--- src/rtl/proc_pkg.sv ---
// rtl/proc_pkg.sv - shared decode constants and multiply/divide sequencer state type
package proc_pkg;

    localparam logic [4:0]  OP_RTYPE    = 5'b00000;
    localparam logic [4:0]  ALU_MUL     = 5'b00110;
    localparam logic [4:0]  ALU_DIV     = 5'b00111;

    localparam logic [31:0] RSTATUS_MUL = 32'd4;
    localparam logic [31:0] RSTATUS_DIV = 32'd5;

    typedef enum logic [1:0] {
        ST_IDLE = 2'd0,
        ST_BUSY = 2'd1,
        ST_DONE = 2'd2
    } md_state_t;

endpackage

--- src/rtl/muldiv_decode.sv ---
// rtl/muldiv_decode.sv - combinational mul/div R-type detect, shared with the hazard unit
module muldiv_decode
    import proc_pkg::*;
(
    input  logic [31:0] ir,
    output logic        is_mul,
    output logic        is_div
);

    logic rtype;

    assign rtype  = (ir[31:27] == OP_RTYPE);
    assign is_mul = rtype && (ir[6:2] == ALU_MUL);
    assign is_div = rtype && (ir[6:2] == ALU_DIV);

endmodule

--- src/rtl/multdiv_sequencer.sv ---
// rtl/multdiv_sequencer.sv - issues and tracks one mul/div op on the shared multi-cycle unit
module multdiv_sequencer
    import proc_pkg::*;
#(
    parameter int TIMEOUT = 40,
    parameter int CNT_W   = 6
) (
    input  logic        clk,
    input  logic        reset,
    input  logic [31:0] dx_ir,
    input  logic [31:0] dx_a,
    input  logic [31:0] dx_b,
    input  logic        flush,
    input  logic [31:0] md_result,
    input  logic        md_ready,
    input  logic        md_exception,
    output logic [31:0] md_a,
    output logic [31:0] md_b,
    output logic        md_mult,
    output logic        md_div,
    output logic        stall,
    output logic        res_valid,
    output logic [31:0] res_data,
    output logic        res_exc,
    output logic [31:0] res_status
);

    md_state_t        state;
    md_state_t        state_next;
    logic [CNT_W-1:0] cnt;
    logic             op_div;
    logic             cap_exc;
    logic [31:0]      cap_result;
    logic             is_mul;
    logic             is_div;
    logic             accept;
    logic             ready_hit;
    logic             timed_out;

    muldiv_decode u_decode (
        .ir     (dx_ir),
        .is_mul (is_mul),
        .is_div (is_div)
    );

    assign accept    = (is_mul || is_div) && !flush;
    // Counter 0 is the start-pulse cycle; a ready seen there belongs to the previous op.
    assign ready_hit = md_ready && (cnt != '0);
    assign timed_out = (cnt == CNT_W'(TIMEOUT));

    always_comb begin
        state_next = state;
        stall      = 1'b0;
        case (state)
            ST_IDLE: begin
                stall = accept;
                if (accept) state_next = ST_BUSY;
            end
            ST_BUSY: begin
                stall = 1'b1;
                if (flush)                       state_next = ST_IDLE;
                else if (ready_hit || timed_out) state_next = ST_DONE;
            end
            ST_DONE: state_next = ST_IDLE;
            default: state_next = ST_IDLE;
        endcase
    end

    always_ff @(posedge clk) begin
        if (reset) begin
            state      <= ST_IDLE;
            cnt        <= '0;
            md_a       <= '0;
            md_b       <= '0;
            md_mult    <= 1'b0;
            md_div     <= 1'b0;
            op_div     <= 1'b0;
            cap_exc    <= 1'b0;
            cap_result <= '0;
        end else begin
            state   <= state_next;
            md_mult <= 1'b0;
            md_div  <= 1'b0;
            case (state)
                ST_IDLE: begin
                    if (accept) begin
                        md_a    <= dx_a;
                        md_b    <= dx_b;
                        op_div  <= is_div;
                        cnt     <= '0;
                        md_mult <= is_mul;
                        md_div  <= is_div;
                    end
                end
                ST_BUSY: begin
                    cnt <= cnt + 1'b1;
                    if (!flush) begin
                        if (ready_hit) begin
                            cap_result <= md_result;
                            cap_exc    <= md_exception;
                        end else if (timed_out) begin
                            cap_result <= '0;
                            cap_exc    <= 1'b1;
                        end
                    end
                end
                default: ;
            endcase
        end
    end

    // Result outputs are decoded from DONE and the capture registers only.
    assign res_valid  = (state == ST_DONE);
    assign res_exc    = res_valid && cap_exc;
    assign res_data   = (res_valid && !cap_exc) ? cap_result : 32'd0;
    assign res_status = res_exc ? (op_div ? RSTATUS_DIV : RSTATUS_MUL) : 32'd0;

endmodule
--- config.mk ---
export PLATFORM = sky130hd
export DESIGN_NAME = multdiv_sequencer
export DESIGN_NICKNAME = d
export VERILOG_FILES = /design/src/rtl/proc_pkg.sv /design/src/rtl/muldiv_decode.sv /design/src/rtl/multdiv_sequencer.sv
export SDC_FILE = /design/constraint.sdc
export NUM_CORES = 1
export LEC_CHECK = 0
export BUFFER_PORTS_ARGS = -buffer_cell sky130_fd_sc_hd__buf_2
export CAP_MARGIN = 10
export CELL_PAD_IN_SITES_DETAIL_PLACEMENT = 0
export CELL_PAD_IN_SITES_GLOBAL_PLACEMENT = 1
export CORE_UTILIZATION = 27
export DETAILED_ROUTE_END_ITERATION = 8
export GPL_TIMING_DRIVEN = 0
export PLACE_DENSITY = 0.85
export SLEW_MARGIN = 20
export SYNTH_ARGS = -nofsm -noshare
export SYNTH_HDL_FRONTEND = slang
export SYNTH_HIERARCHICAL = 1
export SYNTH_SLANG_ARGS = --single-unit
export TNS_END_PERCENT = 5
--- constraint.sdc ---
create_clock -name clk -period 2.2 [get_ports clk]
set_input_delay 0.22 -clock clk [delete_from_list [all_inputs] [get_ports clk]]
set_output_delay 0.22 -clock clk [all_outputs]
set_load 0.03 [all_outputs]
==> run summary <==
Num Clock Sinks = 108
Slew @ Worst Pin = 0.683 ns
final WL = 11.9 mm
Critical Path Slowest Stage Cell = or4_1
Vias/cell = 4.17
CP max stage delay = 0.58 ns
crit path launch type = primary input
Distinct cells, synth = 40
Pre-antenna DRT Iters = 4
family with the most delay on the worst path = simple AND/OR/NAND/NOR gates
final core utilization = 39.6%
Final setup viols = 0
Fmax achieved = 0.476 GHz
Final Hold Viols = 0
Crit Path Max Fanout = 3
postcts setup bufs = 0
total global routing track utilization = 14.2%
Required @ worst endpoint = 1.98 ns
FF-to-FF setup slack = 0.34 ns
crit-path cells = buf_2 > or4_1 > nor4_2 > nor2_1 > o21ai_1 > buf_2
most used cell, CP = buf_2
Initial DRC Count = 110
status = finished clean
Syn-to-layout area delta = 41.0%
Filler Cells Inserted = 1629
IO Port Bufs = 212
# diodes = 0
GPL Wtd Cong = 0.728
Mean Syn Cell Area = 8.71 sq um
insertion delay to the later sink of the worst-skew pair = 0.35 ns
synthesized area = 4310 sq um
worst hold path class = primary input to flop
dominant synthesized flop cell = dfxtp_1
TritonCTS clock tree = built
WL/cell = 12.3 um
via count = 4016
Antenna Nets Post-Route = 0
leading area contributor after synthesis = dfxtp_1
Syn. warnings = 6
grt ovf = 0
async set-reset flop share out of synthesis = 0%
Hold EP = cap_result[0]
worst clock skew = 0.00367 ns
Initial Util = 28.0%
Post-Synthesis Cells = 495
initial antenna violation count = 0
Post-route DRC = 0
cts bufs inserted = 9
Final #Nets = 882
fin crit share = 95.4%
commonest cells in the netlist = nand2_1, dfxtp_1, a21oi_1, buf_4, and2_1
Worst Hold Slack = 0.0855 ns
Synth top area share = 50.2%
Worst-path clk slew = 0.07 ns
CTS Root Cell = clkbuf_16
Leak Pwr = 2.85 nW
first-pass GRT wire length = 18.2 mm
CP bufs+invs = 2
largest net degree at the start of global routing = 19
Max IR drop VDD = 0.416 mV
Cell Pwr Density = 643 nW/um^2
H-tree depth = 3
RSZ-0062 raised after global routing = true
most common cell in the netlist = nand2_1
Data arrival, critical path = 1.88 ns
cell row count = 45
Max Cap Viol = 0
Hold Crit Depth = 2
number of flops mapped to enable cells by yosys = 0
Post-DP HPWL = 8.94 mm
post-layout min period = 2.10 ns
I/O Pins = 266
hold_buf cts = 0
die area = 16500 sq um
CP endpoint kind = output port
sequential area share after synthesis = 50.2%
hold path startpoint = md_result[0]
R2R depth = 7
Die Y = 128 um
clock buffer depth = 2
worst r2r dst = cap_result[27]
reg2reg start = cnt[0]
layout cell share with drive strength beyond 1 = 38.7%
vias in the first global route = 3585
die width = 128 um
number of synthesized register bits = 108
max_slew headroom = 54.5%
final slew viol count = 0
CORE AREA = 15400 sq um
top cells by area, synth = dfxtp_1, nand2_1, a21oi_1
crit path kind = primary input to output port
-- layout make-up --
type	instances	area (sq um)	area share, %
clock inverters	6	70.1	1.15
flip-flops and latches	108	2160	35.6
inverters	5	18.8	0.309
multi-input cells	346	1830	30.1
plain buffers	65	437	7.18
repair buffers	212	1060	17.5
clock buffers	10	239	3.93
well taps	211	264	4.34
-- worst register-to-register path: cells and delay by family (launching register included) --
family	cells	cell delay, ns
adder cells (fa/ha/maj)	1	0.17
buffers and inverters	2	0.24
AO/OA/AOI/OAI	2	0.48
AND/OR/NAND/NOR	2	0.53
flip-flops	1	0.34
-- timing repair --
action | CTS | global route
resized for setup | 7 | 1
gates cloned | 0 | 0
setup endpoints to repair | 31 | 15
-- power by group --
group,internal (mW),switching [mW]
clock,0.927,0.762
sequential,1.95,0.000421
combinational,0.118,0.150
total,3.00,0.912
-- per-stage QoR --
stage	TNS, ns	total power [mW]	setup slack (ns)	std cells	instance area [sq um]
6_report	0	3.91	0.101	963	6080
3_3_place_gp	-20.26	2.27	-0.366	947	5740
2_1_floorplan	0	2.15	0.0280	524	4420
3_5_place_dp	-19.48	2.27	-0.361	947	5740
4_1_cts	0	3.99	0.0517	963	6070
5_1_grt	-0.00757	4.09	-0.00450	963	6080
-- placed cells by master, fill, tap and decap left out, drive strengths merged, types with 2 or more instances in the layout --
cell type,n
a21oi,71
o21ai,5
nor4,2
clkinv,2
a31oi,2
nor2b,3
nor3,2
buf,262
dfxtp,108
a22o,32
inv,8
ha,2
nand4,2
conb,30
nand3,4
nand2,132
or2,3
nor3b,3
nor2,7
and2,33
clkbuf,25
-- per-layer routing --
layer | global-route usage [%] | wire (um) | share of wire (%)
met1 | 17.2 | 5370 | 45
met2 | 23.7 | 5410 | 46
met3 | 4.49 | 856 | 7.2
met4 | 5.05 | 178 | 1.5
met5 | 0 | 60 | 0.51
-- kinds of logic (layout without fill, tap and decap cells) --
family	count (synthesis)	in the layout	share of synthesized area, %
AO/OA/AOI/OAI	114	114	17.0
multiplexers	1	1	0.261
AND/OR/NAND/NOR	199	199	21.4
other	1	30	0.0870
adder cells (fa/ha/maj)	2	2	0.580
buffers and inverters	70	298	10.5
flip-flops	108	108	50.2
-- worst max path at each step --
stage | start | end | slack (ns) | depth (start not counted)
detailed placement | dx_ir[27] | md_b[24] | -0.36 | 9
global route | dx_ir[27] | md_b[24] | -0.005 | 9
global placement | dx_ir[27] | md_b[22] | -0.37 | 9
floorplan | dx_ir[27] | cnt[0] | 0.03 | 6
CTS | state[1] | res_data[10] | 0.05 | 5
finish | dx_ir[27] | stall | 0.10 | 6
-- state kept, by name, summed over array words and instances, names as in the netlist --
name        count
op_div          1
md_a           32
cap_exc         1
cnt             6
md_b           32
state           2
cap_result     32
md_div          1
md_mult         1
Power figures use the tool's default switching activity.
